$ cat src/rtl/if_stage.sv
// ============================================================================
// if_stage -- instruction fetch stage of a classic 5-stage MIPS-style pipeline
//
// Holds the program counter and the IF/ID pipeline register. The current PC
// goes straight to an instruction ROM. The ROM returns the instruction word in
// the same cycle. On each rising edge the fetched word is captured into IF/ID
// together with its PC+4, unless the stage is stalled, flushed or redirected.
//
// Parameters
//   RESET_PC       PC value loaded while Clrn is low
//
// Ports
//   Clk            rising-edge clock for all state
//   Clrn           asynchronous active-low reset
//   Stall          hold PC and IF/ID (a redirect still overrides the PC hold)
//   Flush          bubble IF/ID; the PC is not affected
//   Branch_Taken   redirect PC to Branch_Target (low two bits forced to zero)
//   Branch_Target  byte address of the branch destination
//   Jump           redirect PC to {IF_ID_PC4[31:28], Jump_Index, 2'b00}
//   Jump_Index     26-bit instr_index field of the J-type instruction
//   INST           instruction word returned by the ROM for Addr
//   Addr           current PC, to the instruction ROM
//   IF_ID_Inst     registered instruction for decode (0 = NOP bubble)
//   IF_ID_PC4      registered PC+4 of IF_ID_Inst
//   IF_ID_Valid    IF_ID_Inst holds a real fetched instruction
//   Fetch_Count    free-running count of instructions accepted into IF/ID
// ============================================================================
module if_stage #(
    parameter logic [31:0] RESET_PC = 32'h0000_0000
) (
    input  logic        Clk,
    input  logic        Clrn,
    input  logic        Stall,
    input  logic        Flush,
    input  logic        Branch_Taken,
    input  logic [31:0] Branch_Target,
    input  logic        Jump,
    input  logic [25:0] Jump_Index,
    input  logic [31:0] INST,
    output logic [31:0] Addr,
    output logic [31:0] IF_ID_Inst,
    output logic [31:0] IF_ID_PC4,
    output logic        IF_ID_Valid,
    output logic [15:0] Fetch_Count
);

    // ------------------------------------------------------------------------
    // State
    // ------------------------------------------------------------------------
    logic [31:0] r_pc;
    logic [31:0] r_if_id_inst;
    logic [31:0] r_if_id_pc4;
    logic        r_if_id_valid;
    logic [15:0] r_fetch_count;

    // ------------------------------------------------------------------------
    // Combinational next-PC datapath
    // ------------------------------------------------------------------------
    logic [31:0] w_pc4;
    logic [31:0] w_jump_target;
    logic [31:0] w_branch_target;
    logic        w_redirect;
    logic [31:0] w_pc_next;

    // Natural 32-bit wrap: 32'hFFFFFFFC + 4 = 0.
    assign w_pc4 = r_pc + 32'd4;

    // The jump region comes from the PC+4 of the jump instruction. That
    // instruction sits in IF/ID when Jump is raised by decode.
    assign w_jump_target = {r_if_id_pc4[31:28], Jump_Index, 2'b00};

    // Instruction addresses are word aligned. Masking every bit rather than
    // slicing keeps all of Branch_Target consumed.
    assign w_branch_target = Branch_Target & 32'hFFFF_FFFC;

    assign w_redirect = Jump | Branch_Taken;

    // Jump > Branch_Taken > Stall (hold) > sequential. A redirect beats Stall
    // because the stalled instruction lies on the wrong path anyway.
    always_comb begin
        w_pc_next = w_pc4;
        if (Jump) begin
            w_pc_next = w_jump_target;
        end else if (Branch_Taken) begin
            w_pc_next = w_branch_target;
        end else if (Stall) begin
            w_pc_next = r_pc;
        end
    end

    // ------------------------------------------------------------------------
    // PC register
    // ------------------------------------------------------------------------
    always_ff @(posedge Clk or negedge Clrn) begin
        if (!Clrn) begin
            r_pc <= RESET_PC;
        end else begin
            r_pc <= w_pc_next;
        end
    end

    // ------------------------------------------------------------------------
    // IF/ID register and fetch counter
    // A bubble is all-zero (sll $0,$0,0 is the MIPS NOP) with Valid low. Only
    // real loads bump Fetch_Count, which wraps rather than saturating.
    // ------------------------------------------------------------------------
    always_ff @(posedge Clk or negedge Clrn) begin
        if (!Clrn) begin
            r_if_id_inst  <= 32'd0;
            r_if_id_pc4   <= 32'd0;
            r_if_id_valid <= 1'b0;
            r_fetch_count <= 16'd0;
        end else if (w_redirect || Flush) begin
            r_if_id_inst  <= 32'd0;
            r_if_id_pc4   <= 32'd0;
            r_if_id_valid <= 1'b0;
        end else if (!Stall) begin
            r_if_id_inst  <= INST;
            r_if_id_pc4   <= w_pc4;
            r_if_id_valid <= 1'b1;
            r_fetch_count <= r_fetch_count + 16'd1;
        end
    end

    // ------------------------------------------------------------------------
    // Outputs
    // ------------------------------------------------------------------------
    assign Addr        = r_pc;
    assign IF_ID_Inst  = r_if_id_inst;
    assign IF_ID_PC4   = r_if_id_pc4;
    assign IF_ID_Valid = r_if_id_valid;
    assign Fetch_Count = r_fetch_count;

endmodule

$ cat config.mk
export PLATFORM = sky130hd
export DESIGN_NAME = if_stage
export DESIGN_NICKNAME = d
export VERILOG_FILES = /design/src/rtl/if_stage.sv
export SDC_FILE = /design/constraint.sdc
export NUM_CORES = 1
export LEC_CHECK = 0
export CAP_MARGIN = 15
export CELL_PAD_IN_SITES_DETAIL_PLACEMENT = 1
export CELL_PAD_IN_SITES_GLOBAL_PLACEMENT = 2
export CORE_MARGIN = 4
export CORE_UTILIZATION = 26
export CTS_CLUSTER_SIZE = 20
export DETAILED_ROUTE_END_ITERATION = 10
export MAX_ROUTING_LAYER = met4
export PLACE_DENSITY = 0.77
export REMOVE_ABC_BUFFERS = 1
export SYNTH_ARGS = -nofsm -noshare
export SYNTH_HDL_FRONTEND = slang
export SYNTH_SLANG_ARGS = --single-unit
$ cat constraint.sdc
create_clock -name Clk -period 2.5 [get_ports Clk]
set_clock_uncertainty 0.1 [all_clocks]
set_input_delay 0.5 -clock Clk [delete_from_list [all_inputs] [get_ports Clk]]
set_output_delay 0.5 -clock Clk [all_outputs]
set_load 0.03 [all_outputs]
# Word level (Yosys, flattened, before mapping)
# Index checks and enable logic that the tools add are counted.
# op_classes
add_sub_neg	2
mul	0
div	0
n_lt_le_gt_ge	0
n_eq_ne	2
shift	0
n_mux	8
bitwise_logic	3
reduce_logical	2
# op_table
cell	n
$mux W32	6
$add A32 B3 Y32 const B	1
$add A16 B1 Y16 const B	1
$ne A3 B1 Y1 const B	1
$mux W1	2
$ne A2 B1 Y1 const B	1
$not A1 Y1	2
$reduce_and A2 Y1	1
$logic_or A1 B1 Y1	1
$or A1 B1 Y1	1
# word_totals
reg_bits	113
latchBits	0
ram_bits	0
rom_bits	0
input_bits	96
output_inout_bits	113
wordCells	22
memories	0

# Longest topological paths before layout
# Gate-level depths: netlist of run 1.
# logic_depth
depth_word	4
ltp_mapped	7
depth_no_buf	6

# Least setup slack after synthesis of run 1
# OpenSTA, ideal clock, no wires.
# synth_timing
path_type	register -> register
from	register r_pc[5], in the netlist Addr[5]
to	register r_pc[19], in the netlist Addr[19]
setup_ns	0.122
arrival_time_ns	1.817
required_time_ns	2.278
slack_ns	0.461
stages_incl_launch_ff	6
n_path_buf	0
synth_period_minus_slack_ns	2.039
cell_sequence	dfrtp_1 nand2_1 or4_4 nor3_4 a31oi_1 o22a_1
# synth_between
elab_chain_len	4
# synth_lines
element	line_no	source
start: declaration	50	logic [31:0] r_pc;
start signal: assignment	98	r_pc <= w_pc_next;
$add A32 B3 Y32	66	assign w_pc4 = r_pc + 32'd4;
$mux W32	86	end else if (Stall) begin
$mux W32	84	end else if (Branch_Taken) begin
$mux W32	82	if (Jump) begin
# No other way between the ends. The select of a mux whose other input is x is not followed.
# A chain may end at the register's enable or synchronous reset.

# Final worst setup path of run 1
# layout_timing
from	register r_pc[9], in the netlist Addr[9]
to	output Addr[9]
# layout_lines
element	line_no	source
end: declaration	40	output logic [31:0] Addr,
# No word-level cell between the ends.

==> impl_metrics.tcl, run 1 <==
set metrics [dict create \
    post-place-ws_ns 0.01256 \
    p_leak_nw 3.317 \
    tightest_slew_ns 0.5068 \
    dp.cells 998 \
    place.port_buffers 202 \
    vias_per_cell 4.893 \
    htree_levels 3 \
    async_flop_share_pct 100.0 \
    io_pins 209 \
    post-route-period-util_pct 90.41 \
    synth_edf_count 0 \
    ctsResizeCount 0 \
    routed-via-count 4976 \
    finish.utilization_pct 40.26 \
    cp.depth 1 \
    path_class "register to primary output" \
    synth_ff_type "dfrtp_1" \
    final_nets 838 \
    critical_path_buf_inv_count 1 \
    cts_sinks 109 \
    synth.distinct_cells 57 \
    cts_made_buffers 9 \
    grt_pass1_vias 5361 \
    powerDensity_nw_per_um2 551.2 \
    core_area_um2 20430 \
    postSynthAreaPerCell_um2 10.26 \
    syn_area_um2 5435 \
    crit_fanout 6 \
    drc_errors 0 \
    syn_inst 530 \
    grt_pass1_wl_um 31680 \
    cts_setup_buffers 0 \
    max_cap_viol_count 0 \
    drtAntennaViolNets 0 \
    first_iter_violations 166 \
    final.min_clock_period_ns 2.260 \
    first_pass_iters 4 \
    relSlewSlack_pct 66.15 \
    rows 52 \
    wl_um 19880 \
    setup_viol 0 \
    cp_top_family "buffers and inverters" \
    start_util_pct 26.60 \
    yosysTopAreaCellShare_pct 50.18 \
    cp-end-kind "primary output" \
    drv_slew 0 \
    clkTransAtPathRegs_ns 0.08 \
    rsz0062_at_grt "no" \
    cp-start-kind "register" \
    synth_warnings 0 \
    fmax_mhz 442.4 \
    area_growth_pct 51.34 \
    required_ns 1.90 \
    antenna_found_initial 0 \
    hold_path_depth 1 \
    drt-wirelength-per-cell_um 19.55 \
    grt_start_max_net_pins 59 \
    synth.most_common_cell "dfrtp_1" \
    dieWidth_um 152.6 \
    synth_seq_cells 109 \
    cts_hold_buf 1 \
    status "completed" \
    yosysTopAreaCell "dfrtp_1" \
    cts_tree "yes" \
    ys_top_cells_by_area "dfrtp_1 (50%), xnor2_1 (7.9%), a22o_1 (6.1%), nand2_1 (4.1%), o21ai_0 (3.1%)" \
    root_buffer "clkbuf_16" \
    overflow 0 \
    routabilityCongestion 0.8143 \
    hpwlAfterDp_um 15050 \
    synthTopCellsByCount "dfrtp_1 (109), nand2_1 (60), xnor2_1 (49), a22o_1 (38), o21ai_0 (34)" \
    final_cell_count_no_fill 1017 \
    worstSkewPairLatency_ns 0.36 \
    setup_slack_ns 0.2397 \
    cts_buffer_depth 2 \
    die_area_um2 23280 \
    grtUsageTotal_pct 17.40 \
    cp_cell_sequence "clkdlybuf4s50_1" \
    ir_worst_vdd_mv 0.2748 \
    arrival_ns 1.66 \
    die_h_um 152.6 \
    yosysSeqAreaShare_pct 50.18 \
    min_path_type "register to register" \
    r2r_cells 5 \
    cpPeakStageDelay_ns 0.78 \
    hold_viol 0 \
    drive_gt1_share_pct 9.799 \
    fin_tns_setup_ns 0 \
    critPathSlowestCell "clkdlybuf4s50_1" \
]
[power by group]
group	total (mW)	switching, mW	leakage [nW]	internal [mW]
Combinational	1.02	0.551	1.72	0.466
Clock	1.52	0.720	0.151	0.801
Sequential	2.00	0.139	1.45	1.86
Total	4.53	1.41	3.32	3.12
[final timing paths]
kind	start	end	slack (ns)
max in group asynchronous	Clrn	IF_ID_PC4[28]	1.37
min in group asynchronous	Clrn	Fetch_Count[6]	0.39
worst min-delay path	Fetch_Count[15]	Fetch_Count[15]	0.37
worst min register to register	Fetch_Count[15]	Fetch_Count[15]	0.37
worst max-delay path	Addr[9]	Addr[9]	0.24
worst max register to register	Addr[2]	Addr[24]	0.27
[flip-flops by register name (all words and copies together), names as in the netlist]
name / flops
IF_ID_Inst: 32
IF_ID_PC4: 30
IF_ID_Valid: 1
Addr: 30
Fetch_Count: 16
[placed cells by master (no fill, tap or decap), types with 2 or more instances in the layout]
cell	count
buf_4	30
diode_2	2
nor4_2	7
inv_1	9
nand2_1	60
o21ai_0	34
a22o_1	38
clkinv_4	2
clkdlybuf4s50_1	201
xnor2_1	49
a211oi_1	2
and3_1	6
o21a_1	3
buf_12	3
o211ai_1	2
a21oi_1	22
a31oi_1	2
inv_8	2
and4_1	5
dfrtp_1	109
a22oi_1	9
nand4_1	6
nand4_4	2
o21ai_1	7
ha_1	2
nor3_2	3
clkbuf_16	9
mux2i_1	6
nor4_4	3
xor2_1	10
nor2b_1	2
nand3_1	14
o22ai_1	8
a221oi_1	2
conb_1	4
o221ai_1	2
nor2_1	30
nor3_1	15
[metrics by stage]
stage / cell area, um^2 / power (mW) / hold WS, ns
6_report: 8225 / 4.534 / 0.3702
5_1_grt: 8220 / 4.758 / 0.3829
4_1_cts: 8220 / 4.607 / 0.3708
3_5_place_dp: 7903 / 3.056 / 0.2065
3_3_place_gp: 7903 / 3.031 / 0.2051
2_1_floorplan: 5263 / 2.465 / 0.1044
[metal layers]
layer | vias to the layer above | global-route usage, % | share of wire (%)
met5 | - | - | 0
met3 | 17 | 3.607 | 5.4
met1 | 2481 | 23.27 | 47
met2 | 171 | 27.08 | 47
met4 | 0 | 4.497 | 1.0
li1 | 2307 | - | -
[cell type report]
type                       instances  area [um^2]
fill                            2277        12200
multi-input combinational        374         2499
clock buffer                      10        229.0
sequential                       109         2728
timing repair buffer             235         2307
antenna                            2        5.005
tap                              270        337.8
inverter                          11        41.29
clock inverter                     6        78.83
[kinds of logic (layout without fill, tap and decap cells)]
| logic type | Yosys count | after routing | synth area share, % |
|---|---|---|---|
| AND/OR/NAND/NOR | 166 | 166 | 17.61 |
| AO/OA/AOI/OAI | 136 | 136 | 16.71 |
| flip-flops | 109 | 109 | 50.18 |
| XOR/XNOR | 59 | 59 | 9.507 |
| buffers and inverters | 50 | 262 | 4.144 |
| multiplexers | 7 | 7 | 1.312 |
| adder cells (fa/ha/maj) | 2 | 2 | 0.4603 |
| other | 1 | 6 | 0.06899 |
Power figures use the tool's default switching activity.
==> inputs of run 2 (changes only) <==
CELL_PAD_IN_SITES_DETAIL_PLACEMENT = 0   (was 1)
CELL_PAD_IN_SITES_GLOBAL_PLACEMENT = 1   (was 2)
CORE_UTILIZATION = 33   (was 26)
CTS_BUF_LIST = sky130_fd_sc_hd__clkbuf_8 sky130_fd_sc_hd__clkbuf_16   (was unset)
GPL_ROUTABILITY_DRIVEN = 0   (was unset)
PLACE_DENSITY = 0.78   (was 0.77)
==> impl_metrics.tcl, run 2 (synthesis results as in run 1) <==
set metrics [dict create \
    fin_tns_setup_ns 0 \
    path_class "register to register" \
    ctsResizeCount 0 \
    min_path_type "register to register" \
    cts_made_buffers 9 \
    drive_gt1_share_pct 8.820 \
    grtUsageTotal_pct 19.39 \
    cts_sinks 109 \
    setup_viol 0 \
    cts_setup_buffers 0 \
    final_cell_mix "clkdlybuf4s50_1 (201), dfrtp_1 (109), nand2_1 (60)" \
    multi_input_area_um2 2499 \
    ir_worst_vdd_mv 0.4057 \
    r2r_cells 5 \
    hold_path_depth 1 \
    area_growth_pct 48.92 \
    fill_cells 1490 \
    clkTransAtPathRegs_ns 0.08 \
    first_iter_violations 175 \
    place.port_buffers 202 \
    relSlewSlack_pct 50.13 \
    cp-end-kind "register" \
    wl_um 17570 \
    final.min_clock_period_ns 2.300 \
    rsz0062_at_grt "no" \
    p_leak_nw 3.281 \
    grt_pass1_vias 4885 \
    worstSkewPairLatency_ns 0.35 \
    drv_slew 0 \
    cts_tree "yes" \
    mostFrequentLayoutCell "clkdlybuf4s50_1" \
    hold_viol 0 \
    finish.utilization_pct 50.59 \
    power_mw 4.482 \
    htree_levels 3 \
    critPathSlowestCell "nor3_1" \
    placed_area_um2 7775 \
    rows 46 \
    first_pass_iters 4 \
    grt_pass1_wl_um 27140 \
    die_area_um2 18590 \
    cp_cell_sequence "and4_2 -> nand4_4 -> nor3_1 -> nor3b_1 -> nor4_1" \
    die_h_um 136.3 \
    drtAntennaViolNets 0 \
    postLayoutCellArea_um2 8094 \
    dieWidth_um 136.3 \
    dp.cells 936 \
    root_buffer "clkbuf_16" \
    antenna_found_initial 0 \
    grt_start_max_net_pins 82 \
    drc_errors 0 \
    final_nets 830 \
    seqCellArea_um2 2728 \
    cp-start-kind "register" \
    antenna_cells 0 \
    tightest_slew_ns 0.7465 \
    post-route-period-util_pct 91.99 \
    cts_buffer_depth 2 \
    crit_fanout 16 \
    status "completed" \
    routed-via-count 4829 \
    final_cell_count_no_fill 953 \
    drt-wirelength-per-cell_um 18.44 \
    hpwlAfterDp_um 13070 \
    fmax_mhz 434.8 \
    vias_per_cell 5.067 \
    powerDensity_nw_per_um2 553.7 \
    arrival_ns 2.45 \
    core_area_um2 16000 \
    cpPeakStageDelay_ns 0.55 \
    required_ns 2.65 \
    overflow 0 \
    start_util_pct 33.97 \
    max_cap_viol_count 0 \
    io_pins 209 \
    largest_reg_flops 32 \
]
==> run 2: what timing repair did <==
item                       in CTS  in global routing
hold buffers                    1                  0
setup endpoints to repair       0                  0
hold endpoints to repair       28                  0
==> run 2: metrics by stage <==
stage / hold WS, ns / setup slack (ns)
after floorplan: 0.1044 / -0.1663
after global placement: 0.3521 / -0.001323
after detailed placement: 0.3646 / -0.05627
after CTS: 0.3825 / 0.2095
after global routing: 0.3946 / 0.1315
final: 0.3786 / 0.2003
==> run 2: metal layers <==
layer / track usage [%] / routed length, um
met4: 6.327 / 307
met2: 30.19 / 7979
met1: 25.21 / 7941
met3: 4.330 / 1340
met5: - / 0
==> run 2: worst paths after layout <==
kind | from | to | slack [ns]
max | Addr[11] | Addr[24] | 0.20
min | Fetch_Count[15] | Fetch_Count[15] | 0.38
max reg2reg | Addr[11] | Addr[24] | 0.20
min reg2reg | Fetch_Count[15] | Fetch_Count[15] | 0.38
max in group asynchronous | Clrn | IF_ID_Inst[1] | 0.97
min in group asynchronous | Clrn | Fetch_Count[9] | 0.51
==> run 2: power by group <==
| group | total (mW) | switching [mW] | internal [mW] |
|---|---|---|---|
| logic | 0.984 | 0.528 | 0.457 |
| clock network | 1.50 | 0.684 | 0.817 |
| registers | 2.00 | 0.139 | 1.86 |
==> run 2: final cells by class <==
class                           count  area share (%)
Tap cell                          216           3.339
Sequential cell                   109           33.70
Multi-Input combinational cell    374           30.87
Timing Repair Buffer              227           27.76
Clock buffer                       10           2.953
Inverter                           11          0.5101
Clock inverter                      6          0.8657
==> run 2: worst max-delay path: cells and delay by family (launching register included) <==
kind | cells | cell delay [ns]
DFF | 1 | 0.50
and+or+nand+nor | 5 | 1.60
==> inputs of run 3 (changes only) <==
CORE_UTILIZATION = 34   (was 33)
CTS_BUF_LIST = sky130_fd_sc_hd__clkbuf_2   (was sky130_fd_sc_hd__clkbuf_8 sky130_fd_sc_hd__clkbuf_16)
PLACE_DENSITY = 0.8   (was 0.78)
SKIP_LAST_GASP = 1   (was unset)
==> impl_metrics.tcl, run 3 (synthesis results as in run 1) <==
set metrics [dict create \
    p_leak_nw 3.494 \
    swShare_pct 34.94 \
    r2r_end "Addr[24]" \
    final.min_clock_period_ns 2.393 \
    largest_reg_flops 32 \
    die_h_um 134.4 \
    vias_per_cell 5.024 \
    power_frac_comb_pct 25.3 \
    mostFrequentLayoutCell "clkdlybuf4s50_1" \
    overflow 0 \
    grtUsageTotal_pct 19.58 \
    fmax_mhz 417.9 \
    rows 45 \
    required_ns 1.90 \
    cts_made_buffers 9 \
    drive_gt1_share_pct 9.852 \
    ir_worst_vdd_mv 0.2708 \
    p_int_mw 2.458 \
    start_util_pct 35.23 \
    root_buffer "clkbuf_2" \
    hold_viol 0 \
    powerDensity_nw_per_um2 475.4 \
    critPathSlowestCell "clkdlybuf4s50_1" \
    r2r_start "Addr[10]" \
    core_area_um2 15430 \
    cts_buffer_depth 2 \
    cts_tree "yes" \
    first_pass_iters 6 \
    antenna_found_initial 1 \
    p_seq_share_pct 53.0 \
    grt_pass1_wl_um 27290 \
    whs_ns 0.2307 \
    arrival_ns 1.79 \
    cts_sinks 109 \
    dieWidth_um 134.4 \
    wl_um 17270 \
    cp-end-kind "primary output" \
    drc_errors 0 \
    drv_slew 0 \
    setup_viol 0 \
    path_class "register to primary output" \
    min_path_type "input pin to async pin" \
    drt-wirelength-per-cell_um 18.07 \
    clkTransAtPathRegs_ns 0.32 \
    grt_start_max_net_pins 53 \
    post-route-period-util_pct 95.72 \
    crit_fanout 5 \
    p_switching_mw 1.320 \
    routed-via-count 4803 \
    max_cap_viol_count 0 \
    die_area_um2 18070 \
    first_iter_violations 294 \
    rrSetupSlack_ns 0.29 \
    status "completed" \
    r2r_cells 5 \
    hpwlAfterDp_um 13090 \
    setup_slack_ns 0.1070 \
    final_nets 834 \
    place.port_buffers 202 \
    io_pins 209 \
    cpPeakStageDelay_ns 0.70 \
    rsz0062_at_grt "no" \
    worstSkewPairLatency_ns 0.63 \
    htree_levels 3 \
    area_growth_pct 46.20 \
    critical_path_buf_inv_count 1 \
    post-place-ws_ns 0.05920 \
    cp_top_family "buffers and inverters" \
    drtAntennaViolNets 0 \
    cp-start-kind "register" \
    cp_cell_sequence "clkdlybuf4s50_1" \
    grt_pass1_vias 4929 \
    p_clk_share_pct 21.7 \
    final_cell_mix "clkdlybuf4s50_1 (162), dfrtp_1 (106), nand2_1 (60)" \
]
-- run 3: cell count changes in the layout (fill, tap and decap cells not counted), moves of 3 or more --
cell,before,now
diode_2,0,4
dlygate4sd2_1,0,23
buf_4,22,26
clkdlybuf4s50_1,201,162
dfrtp_1,109,106
dlymetal6s2s_1,0,16
clkbuf_16,9,0
clkbuf_2,0,9
dfrtp_2,0,3
-- run 3: cell type report --
type | count | area, um^2
Timing Repair Buffer | 231 | 2288
Multi-Input combinational cell | 374 | 2499
Clock inverter | 7 | 67.56
Fill cell | 1432 | 7481
Sequential cell | 109 | 2731
Tap cell | 211 | 264.0
Inverter | 11 | 41.29
Antenna cell | 4 | 10.01
Clock buffer | 9 | 45.04
-- run 3: worst max-delay path by stage --
stage | from | to | slack (ns) | cells after the start
after CTS | Addr[14] | Addr[14] | -0.04 | 1
after floorplan | Jump | Fetch_Count[15] | -0.17 | 5
after global routing | Addr[31] | Addr[31] | 0.002 | 1
after global placement | Branch_Taken | Fetch_Count[15] | 0.07 | 6
after detailed placement | Branch_Taken | IF_ID_Inst[0] | 0.06 | 7
final | Addr[31] | Addr[31] | 0.11 | 1
-- run 3: timing repair --
action                     CTS  global route
buffers inserted             0             0
gates resized for setup     26            16
hold endpoints to repair    33             0
setup endpoints to repair   25            16
hold buffers                 1             0
-- run 3: metrics by stage --
step	util (%)	area (um^2)	total power [mW]	setup TNS [ns]	instances
after global routing	51.51	7946	3.984	0	956
after CTS	51.18	7896	3.835	-0.04220	952
after global placement	50.55	7799	3.013	0	935
after floorplan	-	5263	2.465	-7.240	494
final	51.51	7946	3.778	0	956
after detailed placement	50.55	7799	3.025	0	935
-- run 3: power groups by stage --
stage | clock (mW) | sequential, mW | combinational, mW
4_1_cts | 0.857 | 2.00 | 0.974
6_report | 0.818 | 2.00 | 0.958
2_1_floorplan | 0 | 2.20 | 0.266
3_5_place_dp | 0 | 2.03 | 0.994
5_1_grt | 0.926 | 2.02 | 1.03
3_3_place_gp | 0 | 2.03 | 0.988
-- run 3: layer usage --
layer / global-route usage [%] / share of wire [%]
met4: 6.505 / 2.1
met2: 31.15 / 47
met1: 24.72 / 44
met3: 4.614 / 6.2
met5: - / 0
